--- src/rtl/exhaustive_stim_capture.sv ---
// exhaustive_stim_capture: sweeps every input vector into a DUT, captures {stim, resp} into a FWFT FIFO
// and folds each captured entry into a CRC-style running signature.
module exhaustive_stim_capture #(
  parameter int N_IN   = 2,
  parameter int N_OUT  = 1,
  parameter int SETTLE = 1,
  parameter int DEPTH  = 4,
  parameter int GRAY   = 0
) (
  input  logic                    CK,
  input  logic                    reset,
  input  logic                    start,
  output logic [N_IN-1:0]         stim,
  input  logic [N_OUT-1:0]        resp,
  output logic                    rd_valid,
  input  logic                    rd_ready,
  output logic [N_IN+N_OUT-1:0]   rd_data,
  output logic                    busy,
  output logic                    done,
  output logic [15:0]             signature
);
  localparam int EW = N_IN + N_OUT;
  localparam int AW = $clog2(DEPTH);
  localparam int CW = AW + 1;

  typedef enum logic [2:0] {IDLE, APPLY, CAPTURE, STALL, DONE} state_t;
  state_t state, state_next;

  logic [N_IN:0]   index;
  logic [15:0]     settle_cnt;
  logic [EW-1:0]   mem [DEPTH];
  logic [AW-1:0]   wr_ptr, rd_ptr;
  logic [CW-1:0]   count;
  logic            full, last, settled, launch, wr, pop;
  logic [EW-1:0]   entry;
  logic [15:0]     entry16;

  assign launch  = start && (state == IDLE || state == DONE);
  assign full    = count == CW'(DEPTH);
  assign last    = index == (N_IN+1)'(2**N_IN - 1);
  assign settled = settle_cnt == 16'(SETTLE - 1);
  assign wr      = (state == CAPTURE || state == STALL) && !full;
  assign pop     = rd_valid && rd_ready;
  assign entry   = {stim, resp};

  // Only the low 16 bits of the zero-extended entry feed the signature.
  if (EW >= 16) begin : g_trunc
    assign entry16 = entry[15:0];
  end else begin : g_ext
    assign entry16 = {{(16-EW){1'b0}}, entry};
  end

  always_ff @(posedge CK)
    state <= !reset ? IDLE : state_next;

  always_comb begin
    state_next = state;
    case (state)
      IDLE, DONE:     state_next = start ? APPLY : state;
      APPLY:          state_next = settled ? CAPTURE : APPLY;
      CAPTURE, STALL: state_next = full ? STALL : last ? DONE : APPLY;
      default:        state_next = IDLE;
    endcase
  end

  always_comb begin
    busy = state == APPLY || state == CAPTURE || state == STALL;
    done = state == DONE;
    stim = !busy ? '0 : (GRAY != 0) ? index[N_IN-1:0] ^ index[N_IN:1] : index[N_IN-1:0];
  end

  always_ff @(posedge CK) begin
    if (!reset || launch) begin
      index      <= '0;
      settle_cnt <= '0;
      signature  <= '0;
      wr_ptr     <= '0;
      rd_ptr     <= '0;
      count      <= '0;
    end else begin
      settle_cnt <= (state == APPLY && !settled) ? settle_cnt + 16'd1 : '0;
      if (wr) begin
        index     <= index + 1'b1;
        signature <= {signature[14:0], 1'b0} ^ (signature[15] ? 16'h1021 : 16'h0000) ^ entry16;
        wr_ptr    <= wr_ptr + 1'b1;
      end
      if (pop) rd_ptr <= rd_ptr + 1'b1;
      count <= count + CW'(wr) - CW'(pop);
    end
  end

  always_ff @(posedge CK)
    if (wr) mem[wr_ptr] <= entry;

  assign rd_valid = count != '0;
  assign rd_data  = mem[rd_ptr];
endmodule

--- config.mk ---
export PLATFORM = sky130hd
export DESIGN_NAME = exhaustive_stim_capture
export DESIGN_NICKNAME = d
export VERILOG_FILES = /design/src/rtl/exhaustive_stim_capture.sv
export SDC_FILE = /design/constraint.sdc
export NUM_CORES = 1
export LEC_CHECK = 0
export ABC_CLOCK_PERIOD_IN_PS = 2880
export CORE_MARGIN = 2
export CORE_UTILIZATION = 45
export CTS_CLUSTER_DIAMETER = 120
export DETAILED_ROUTE_END_ITERATION = 12
export GPL_TIMING_DRIVEN = 0
export PLACE_DENSITY_LB_ADDON = 0.3
export SLEW_MARGIN = 10
export SYNTH_ARGS = -nofsm -noshare
export SYNTH_HDL_FRONTEND = slang
export SYNTH_SLANG_ARGS = --single-unit
--- constraint.sdc ---
create_clock -name CK -period 2.88 [get_ports CK]
set_clock_uncertainty 0.1 [all_clocks]
set_input_delay 0.432 -clock CK [delete_from_list [all_inputs] [get_ports CK]]
set_output_delay 0.432 -clock CK [all_outputs]
set_load 0.1 [all_outputs]
==> out/metrics.csv, run 1 <==
stage,metric,value,unit
global_routing,grt_pass1_wl,7617,µm
place,pre_cts_slack,-0.06635,ns
critical_path,cp_cell_sequence,"mux4_2, clkdlybuf4s50_1",
power,p_per_area,688.4,nW/µm²
clock_network,clock-root-buffer,clkbuf_8,
sta,finalSetupViolCount,0,
place,hpwl,3173,µm
clock_network,clkTransAtPathRegs,0.06,ns
yosys,synthesis.nets,270,
power,vdd_ir_drop_max,0.4394,mV
clock_network,numCtsBuffers,9,
yosys,ys.flop_type,dfxtp_1,
job,drv_cap,0,
routing,wl,4569,µm
yosys,synthTopCellsByArea,"dfxtp_1, edfxtp_1, xnor2_1, ha_1, nand2_1",
yosys,netlist.area_leader.share,37.47,%
yosys,syn_inst,254,
sta,timing.final.ws_setup,0.1059,ns
clock_network,clock_path_buffers,2,
layout,final_cell_mix,"dfxtp_1, nand2_1, nor2_1",
die,die_h,78.70,µm
place,place.gp.congestion,0.7516,
sta,slew_headroom,34.66,%
status,outcome,completed,
critical_path,required,2.35,ns
min_path,whs_path_depth,2,
sta,finalCritPeriodShare,96.32,%
min_path,hold_class,reg -> reg,
sta,finalHoldViolCount,0,
global_routing,overflow,0,
die,ios,29,
power,leakagePower,1.075,nW
sta,tightest_slew,0.9771,ns
routing,dr.pass1.iters,4,
layout,drive_gt1_share,11.04,%
global_routing,first_global_vias,1695,
sta,max_freq,0.3605,GHz
yosys,syn_area,2511,µm²
global_routing,global_route.usage.met3,4.432,%
clock_network,htree_levels,3,
critical_path,crit_fanout,3,
yosys,synth_warnings,0,
layout,nets,310,
place,io_buffers,28,
layout,final_common_cell,dfxtp_1,
critical_path,crit_path_end_kind,primary output,
routing,routed_via_density,4.914,
clock_network,clock_latency,0.33,ns
global_routing,grtUsageTotal,16.13,%
global_routing,gr-usage-met2,24.36,%
routing,vias,1823,
sta,drv_slew,0,
critical_path,arrival,2.24,ns
yosys,synthArstFlopShare,0,%
die,core-area,5439,µm²
layout,antenna_cells,0,
yosys,ys_types,39,
routing,drt_iter0_markers,59,
routing,wire_per_inst,12.32,µm
yosys,seq_area_frac_synth,51.82,%
routing,drcViolationCount,0,
die,die_w,78.70,µm
critical_path,cp_slowest_cell,clkdlybuf4s50_1,
die,start_util,46.17,%
yosys,synth_edf_count,12,
sta,rsz0062_at_grt,false,
sta,period_needed,2.774,ns
yosys,ys_ff_latch,59,
die,rows,27,
global_routing,grt_max_degree,12,
yosys,syn_avg_cell_area,9.886,µm²
routing,drtAntennaViolNets,0,
clock_network,cts_tree,built,
critical_path,critPathLaunchType,flop,
global_routing,top_usage_layer,met2,
yosys,yosys.area.top_type,dfxtp_1,
critical_path,crit_type,reg -> out,
global_routing,grt_antenna_before_repair,0,
layout,area_delta_synth_final,24.26,%
die,design.die.area,6194,µm²
critical_path,r2r_cells,11,
global_routing,grtUsageMet1,21.38,%
clock_network,cts_sinks,59,
layout,utilization,57.37,%
critical_path,cp_slowest_stage_delay,0.97,ns
-- worst paths after layout --
check               start           end  slack (ns)
max                  flop    rd_data[0]        0.11
min          signature[7]  signature[8]        0.37
max reg2reg      count[2]      count[2]        0.26
min reg2reg  signature[7]  signature[8]        0.37
-- stage by stage --
step | cells | cell area [µm²] | TNS, ns | hold slack (ns) | power, W
finish | 371 | 3120 | 0 | 0.3698 | 0.002148
global route | 371 | 3120 | 0 | 0.4003 | 0.002242
CTS | 371 | 3117 | 0 | 0.3731 | 0.002168
detailed placement | 354 | 2887 | -0.06635 | 0.3616 | 0.001339
global placement | 354 | 2887 | 0 | 0.3604 | 0.001333
floorplan | 254 | 2516 | 0 | 0.3415 | 0.001246
-- cells in the mapped netlist, types with 5 or more instances --
library cell	instances
a21oi_1	15
dfxtp_1	47
nor3_1	7
edfxtp_1	12
a211oi_1	6
clkbuf_1	5
ha_1	10
nor4_1	5
inv_1	14
nor2_1	31
xnor2_1	20
and2_1	7
nand2_1	32
nand3_1	6
-- layout make-up --
type | instances | area, µm²
fill | 489 | 2318
sequential | 59 | 1301
multi-input combinational | 171 | 1130
timing repair buffer | 29 | 282.8
clock buffer | 11 | 141.4
tap | 72 | 90.09
clock inverter | 5 | 77.57
inverter | 14 | 52.55
buffer | 10 | 45.04
-- what timing repair did --
item	4_1_cts	5_1_grt
pin swaps	0	0
endpoints found under the setup margin	3	5
hold buffers	0	0
buffers inserted	1	0
gates resized for setup	3	9
-- sequential cells by signal, indices dropped and copies added, names as in the netlist, named ones only --
signal      flops
settle_cnt     16
count           3
mem            12
index           3
state           3
signature      16
rd_ptr          2
wr_ptr          2
-- logic make-up (layout without fill, tap and decap cells) --
| family | count (synthesis) | count (layout) | synth area share (%) |
|---|---|---|---|
| buf+inv | 24 | 69 | 3.836 |
| simple gates | 105 | 105 | 20.58 |
| compound gates | 28 | 28 | 6.926 |
| fa+ha+maj | 11 | 11 | 5.780 |
| flops | 59 | 59 | 51.82 |
| mux | 3 | 3 | 2.690 |
| xor+xnor | 24 | 24 | 8.371 |
-- routing by layer --
layer,vias to the layer above,share of wire (%)
met4,0,0.77
met5,-,0
li1,941,-
met2,30,45
met3,2,3.2
met1,850,51
-- critical path, delay by kind of cell, from the launching register on --
family | cells | cell delay (ns)
buffers and inverters | 1 | 0.97
DFF | 1 | 0.43
muxes | 1 | 0.52
-- report_power, final --
part / leakage, nW / switching, W / total (W) / internal, W
clock network: 0.109 / 0.000311 / 0.000819 / 0.000508
registers: 0.485 / 0.0000285 / 0.000900 / 0.000871
logic: 0.481 / 0.000297 / 0.000429 / 0.000132
total: 1.08 / 0.000636 / 0.00215 / 0.00151
Note: power is estimated with default switching activity, not from simulation.
==> run 2: changes to the inputs <==
--- a/config.mk
+++ b/config.mk
@@ -6,12 +6,14 @@
 export NUM_CORES = 1
 export LEC_CHECK = 0
 export ABC_CLOCK_PERIOD_IN_PS = 2880
+export CAP_MARGIN = 25
 export CORE_MARGIN = 2
 export CORE_UTILIZATION = 45
 export CTS_CLUSTER_DIAMETER = 120
 export DETAILED_ROUTE_END_ITERATION = 12
 export GPL_TIMING_DRIVEN = 0
 export PLACE_DENSITY_LB_ADDON = 0.3
+export SKIP_LAST_GASP = 1
 export SLEW_MARGIN = 10
 export SYNTH_ARGS = -nofsm -noshare
 export SYNTH_HDL_FRONTEND = slang
==> run 2 against run 1 <==
Compared with the run above: critical path depth stayed put; count of clock-buffer cells in the layout stayed put; setup slack better by 0.00063 ns; maximum frequency barely moved; non-clock buffer count unchanged; cell count did not move; power is essentially flat; hold slack unchanged; sequential share of layout area barely moved; final area about the same; routed wire length shrank 0.24%; register-to-register slack lost 0.12 ns; critical path type unchanged.
==> out/metrics.csv, run 2 (synthesis gave the netlist of run 1 again) <==
stage,metric,value,unit,change
status,outcome,completed,,unchanged
die,ios,29,,unchanged
sta,finalSetupViolCount,0,,unchanged
min_path,whs_path_depth,2,,unchanged
sta,period_needed,2.774,ns,about the same
clock_network,htree_levels,3,,unchanged
global_routing,grt_antenna_before_repair,0,,unchanged
sta,finalHoldViolCount,0,,unchanged
min_path,min_from,signature[7],,unchanged
die,die_h,78.70,µm,unchanged
clock_network,clock-root-buffer,clkbuf_8,,unchanged
clock_network,clock_latency,0.32,ns,was 0.33 ns
critical_path,rrSetupSlack,0.14,ns,was 0.26 ns
place,hpwl,3173,µm,unchanged
routing,drt_iter0_markers,63,,was 59
layout,drive_gt1_share,10.70,%,was 11.04%
clock_network,cts_tree,built,,unchanged
layout,final_cell_mix,"dfxtp_1, nand2_1, nor2_1",,unchanged
global_routing,overflow,0,,unchanged
routing,drcViolationCount,0,,unchanged
clock_network,clkTransAtPathRegs,0.06,ns,about the same
min_path,hold_class,reg -> reg,,unchanged
sta,rsz0062_at_grt,true,,was false
sta,setup-tns-final,0,ns,unchanged
layout,area_delta_synth_final,24.22,%,was 24.26%
routing,vias,1815,,"was 1,823"
routing,routed_via_density,4.892,,was 4.914
global_routing,grt_pass1_wl,7617,µm,unchanged
critical_path,crit_type,reg -> out,,unchanged
die,die_w,78.70,µm,unchanged
sta,slew_headroom,34.66,%,about the same
die,rows,27,,unchanged
global_routing,first_global_vias,1695,,unchanged
critical_path,arrival,2.24,ns,about the same
power,leakagePower,1.072,nW,was 1.075 nW
critical_path,r2r-end,count[2],,unchanged
clock_network,clock_path_buffers,2,,unchanged
clock_network,numCtsBuffers,9,,unchanged
sta,tightest_slew,0.9771,ns,about the same
layout,final_area,3119,µm²,was 3120 µm²
routing,dr.pass1.iters,4,,unchanged
layout,final_common_cell,dfxtp_1,,unchanged
layout,top_regs,"settle_cnt: 16 flops, signature: 16 flops, mem: 12 flops",,unchanged
layout,nets,310,,unchanged
critical_path,crit_path_end_kind,primary output,,unchanged
critical_path,critPathLaunchType,flop,,unchanged
sta,max_freq,0.3606,GHz,was 0.3605 GHz
clock_network,cts_hold_buf,0,,unchanged
routing,wl,4558,µm,was 4569 µm
power,vdd_ir_drop_max,0.4391,mV,was 0.4394 mV
die,start_util,46.17,%,unchanged
job,drv_cap,0,,unchanged
critical_path,crit_fanout,3,,unchanged
layout,antenna_cells,0,,unchanged
place,placed_cell_area,2887,µm²,unchanged
sta,drv_slew,0,,unchanged
sta,finalCritPeriodShare,96.30,%,was 96.32%
min_path,whs_endpoint,signature[8],,unchanged
place,place.gp.congestion,0.7516,,unchanged
clock_network,cts_sinks,59,,unchanged
critical_path,required,2.35,ns,about the same
place,io_buffers,28,,unchanged
layout,fillers,490,,was 489
die,core-area,5439,µm²,unchanged
global_routing,grtUsageTotal,16.13,%,unchanged
die,design.die.area,6194,µm²,unchanged
critical_path,r2r_cells,11,,unchanged
routing,wire_per_inst,12.29,µm,was 12.32 µm
critical_path,reg2reg_from,state[1],,was count[2]
routing,drtAntennaViolNets,0,,unchanged
power,p_per_area,688.1,nW/µm²,was 688.4 nW/µm²
global_routing,grt_max_degree,12,,unchanged
[run 2: changes by cell type in the layout (fill, tap and decap cells not counted)]
cell,delta
clkbuf_2,-1
clkbuf_1,+1
[run 2: cell type report]
cell class              count  area, µm²  area share [%]
flip-flops and latches     59       1301           41.72
multi-input cells         171       1130           36.22
repair buffers             29      282.8           9.065
clock buffers              11      141.4           4.533
well taps                  72      90.09           2.888
clock inverters             5      77.57           2.487
inverters                  14      52.55           1.685
plain buffers              10      43.79           1.404
[run 2: worst max path at each step]
stage | start | to | cells after the start
final | flop | rd_data[0] | 2
after global routing | state[1] | count[2] | 11
after CTS | state[1] | stim[1] | 4
after global placement | state[1] | count[2] | 11
after detailed placement | state[1] | count[2] | 11
after floorplan | state[1] | count[2] | 11
[run 2: routing by layer]
layer	up-vias	part of all wire [%]	track usage, %
li1	940	-	-
met1	845	51	21.38
met2	28	45	24.36
met3	2	3.1	4.432
met4	0	0.77	7.895
met5	-	0	0
[run 2: per-stage QoR]
step                      hold WS, ns  total power (W)  std cells  utilization, %  worst slack [ns]
after floorplan                0.3415         0.001246        254               -            0.3035
after global placement         0.3604         0.001333        354           53.07           0.02548
after detailed placement       0.3616         0.001339        354           53.07          -0.06635
after CTS                      0.3731         0.002168        371           57.30          0.002567
after global routing           0.4003         0.002242        371           57.35          -0.02505
final                          0.3698         0.002146        371           57.35            0.1065
[run 2: power by group]
part           switching, W  internal [W]
clock              0.000310      0.000508
sequential        0.0000285      0.000871
combinational      0.000297      0.000132
total              0.000635       0.00151
[run 2: what timing repair did]
item,CTS,global route
hold endpoints to repair,0,0
setup buffers,1,0
gates resized for setup,3,7
setup endpoints to repair,3,5
[run 2: critical path: stages (launching register included)]
cell and delay (ns):
dfxtp_1 0.43, mux4_2 0.52, clkdlybuf4s50_1 0.97
==> run 3: changes to the inputs <==
--- a/config.mk
+++ b/config.mk
@@ -11,7 +11,6 @@
 export CORE_UTILIZATION = 45
 export CTS_CLUSTER_DIAMETER = 120
 export DETAILED_ROUTE_END_ITERATION = 12
-export GPL_TIMING_DRIVEN = 0
 export PLACE_DENSITY_LB_ADDON = 0.3
 export SKIP_LAST_GASP = 1
 export SLEW_MARGIN = 10
==> run 3 against run 2 <==
Compared with the run above: critical endpoint is now count[2]; maximum frequency increased by 16%; flip-flop and latch count unchanged; sequential power about the same; global-route usage about the same; power decreased by 1.3%; routed wire length decreased by 1.7%; setup slack improved by 0.39 ns; sequential share of layout area increased by 1.3 points; count of clock-buffer cells in the layout decreased by 2; first-iteration DRC count increased by 52%; final area decreased by 2.9%.
==> out/metrics.csv, run 3 (synthesis gave the netlist of run 1 again) <==
stage,metric,value,unit,change
status,outcome,completed,,unchanged
critical_path,cp_cell_sequence,"nor3b_1, nor3b_4, inv_1, ha_1, inv_1, ha_1, fa_1, xnor2_1, xnor2_1, nor2_1",,"was mux4_2, clkdlybuf4s50_1"
layout,final_common_cell,dfxtp_1,,unchanged
global_routing,grt_max_degree,33,,was 12
layout,drive_gt1_share,17.53,%,was 10.70%
min_path,min_from,signature[9],,was signature[7]
global_routing,grt_pass1_wl,7700,µm,was 7617 µm
sta,finalCritPeriodShare,82.75,%,was 96.30%
clock_network,cts_tree,built,,unchanged
die,die_h,78.70,µm,unchanged
power,p_per_area,699.8,nW/µm²,was 688.1 nW/µm²
layout,final_cell_mix,"dfxtp_1, nand2_1, nor2_1",,unchanged
layout,fillers,484,,was 490
global_routing,grtUsageTotal,16.09,%,was 16.13%
routing,routed_via_density,4.970,,was 4.892
sta,tightest_slew,0.8747,ns,was 0.9771 ns
sta,setup-tns-final,0,ns,unchanged
critical_path,cp_slowest_stage_delay,0.47,ns,was 0.97 ns
routing,wl,4482,µm,was 4558 µm
clock_network,clock-root-buffer,clkbuf_8,,unchanged
clock_network,cts_hold_buf,0,,unchanged
die,core-area,5439,µm²,unchanged
critical_path,crit_path_end_kind,flop,,was primary output
critical_path,rrSetupSlack,0.50,ns,was 0.14 ns
place,hpwl,3102,µm,was 3173 µm
sta,max_freq,0.4196,GHz,was 0.3606 GHz
critical_path,cp_slowest_cell,nor3b_1,,was clkdlybuf4s50_1
routing,drcViolationCount,0,,unchanged
clock_network,numCtsBuffers,9,,unchanged
min_path,whs_path_depth,2,,unchanged
global_routing,first_global_vias,1712,,"was 1,695"
routing,drtAntennaViolNets,0,,unchanged
sta,finalSetupViolCount,0,,unchanged
critical_path,crit_fanout,4,,was 3
clock_network,clock_latency,0.33,ns,was 0.32 ns
routing,dr.pass1.iters,4,,unchanged
critical_path,critPathLaunchType,flop,,unchanged
sta,rsz0062_at_grt,false,,was true
clock_network,post-cts-setup-buffers,0,,was 1
global_routing,grt_antenna_before_repair,0,,unchanged
sta,slew_headroom,41.54,%,was 34.66%
clock_network,htree_levels,3,,unchanged
sta,drv_slew,0,,unchanged
critical_path,crit_type,reg -> reg,,was reg -> out
place,placed_cell_area,2811,µm²,was 2887 µm²
place,io_buffers,28,,unchanged
layout,nets,302,,was 310
layout,antenna_cells,0,,unchanged
die,die_w,78.70,µm,unchanged
clock_network,clock_path_buffers,2,,unchanged
clock_network,cts_resized,0,,was 3
critical_path,r2r-end,count[2],,unchanged
die,design.die.area,6194,µm²,unchanged
sta,finalHoldViolCount,0,,unchanged
job,drv_cap,0,,unchanged
global_routing,overflow,0,,unchanged
min_path,hold_class,reg -> reg,,unchanged
die,ios,29,,unchanged
die,rows,27,,unchanged
clock_network,cts_sinks,59,,unchanged
critical_path,reg2reg_from,count[2],,was state[1]
layout,top_regs,"settle_cnt: 16 flops, signature: 16 flops, mem: 12 flops",,unchanged
sta,period_needed,2.383,ns,was 2.774 ns
power,leakagePower,1.064,nW,was 1.072 nW
power,vdd_ir_drop_max,0.3931,mV,was 0.4391 mV
min_path,whs_endpoint,signature[10],,was signature[8]
critical_path,required,2.97,ns,was 2.35 ns
place,placed_cells,347,,was 354
routing,drt_iter0_markers,96,,was 63
die,start_util,46.17,%,unchanged
layout,area_delta_synth_final,20.58,%,was 24.22%
clock_network,clkTransAtPathRegs,0.07,ns,was 0.06 ns
place,place.gp.congestion,0.7800,,was 0.7516
critical_path,arrival,2.47,ns,was 2.24 ns
routing,vias,1804,,"was 1,815"
routing,wire_per_inst,12.35,µm,was 12.29 µm
critical_path,r2r_cells,10,,was 11
layout,fin_cells,363,,was 371
layout,final_area,3028,µm²,was 3119 µm²
run 3: changes by cell type in the layout (fill, tap and decap cells not counted), sizes merged:
cell / delta
clkbuf: -10
clkdlybuf4s50: -20
clkinvlp: -1
dlymetal6s2s: -2
clkinv: +3
buf: +22
run 3: worst max-delay path by stage:
stage / startpoint / to / slack, ns / cells after the start
final: count[2] / count[2] / 0.50 / 10
after global routing: count[2] / count[2] / 0.31 / 10
after CTS: count[2] / count[2] / 0.46 / 10
after detailed placement: rd_ready / count[2] / 0.37 / 9
after global placement: rd_ready / count[2] / 0.44 / 9
after floorplan: state[1] / count[2] / 0.30 / 11
run 3: final cells by class:
class / count / area, µm² / share of cell area, %
multi-input cells: 171 / 1125 / 37.15
clock buffers: 9 / 123.9 / 4.091
well taps: 72 / 90.09 / 2.975
clock inverters: 7 / 92.59 / 3.058
inverters: 14 / 52.55 / 1.736
repair buffers: 31 / 242.7 / 8.017
flip-flops and latches: 59 / 1301 / 42.98
run 3: routing by layer:
layer  GRT usage (%)  share of wire, %  vias to the layer above
met5               0                 0                        -
met4           11.05               2.6                        0
met3           3.750               3.9                        9
met2           24.96                46                       26
met1           19.81                47                      849
li1                -                 -                      920
run 3: power breakdown:
| part | leakage [nW] | internal (W) | switching (W) |
|---|---|---|---|
| logic | 0.466 | 0.000119 | 0.000287 |
| clock network | 0.113 | 0.000485 | 0.000326 |
| registers | 0.485 | 0.000871 | 0.0000309 |
| total | 1.06 | 0.00148 | 0.000644 |
run 3: worst max-delay path, delay by kind of cell (launching register included):
kind          cells  cell delay [ns]
flops             1             0.39
xor+xnor          2             0.32
simple gates      3             0.60
fa+ha+maj         3             0.71
buf+inv           2             0.14
run 3: metrics by stage:
stage	setup slack [ns]	hold slack, ns	util [%]	power, W
2_1_floorplan	0.3035	0.3415	-	0.001246
6_report	0.4968	0.3702	55.67	0.002119
5_1_grt	0.3147	0.3835	55.67	0.002214
4_1_cts	0.4613	0.3733	55.67	0.002146
3_5_place_dp	0.3684	0.3658	51.69	0.001331
3_3_place_gp	0.4431	0.3569	51.69	0.001322
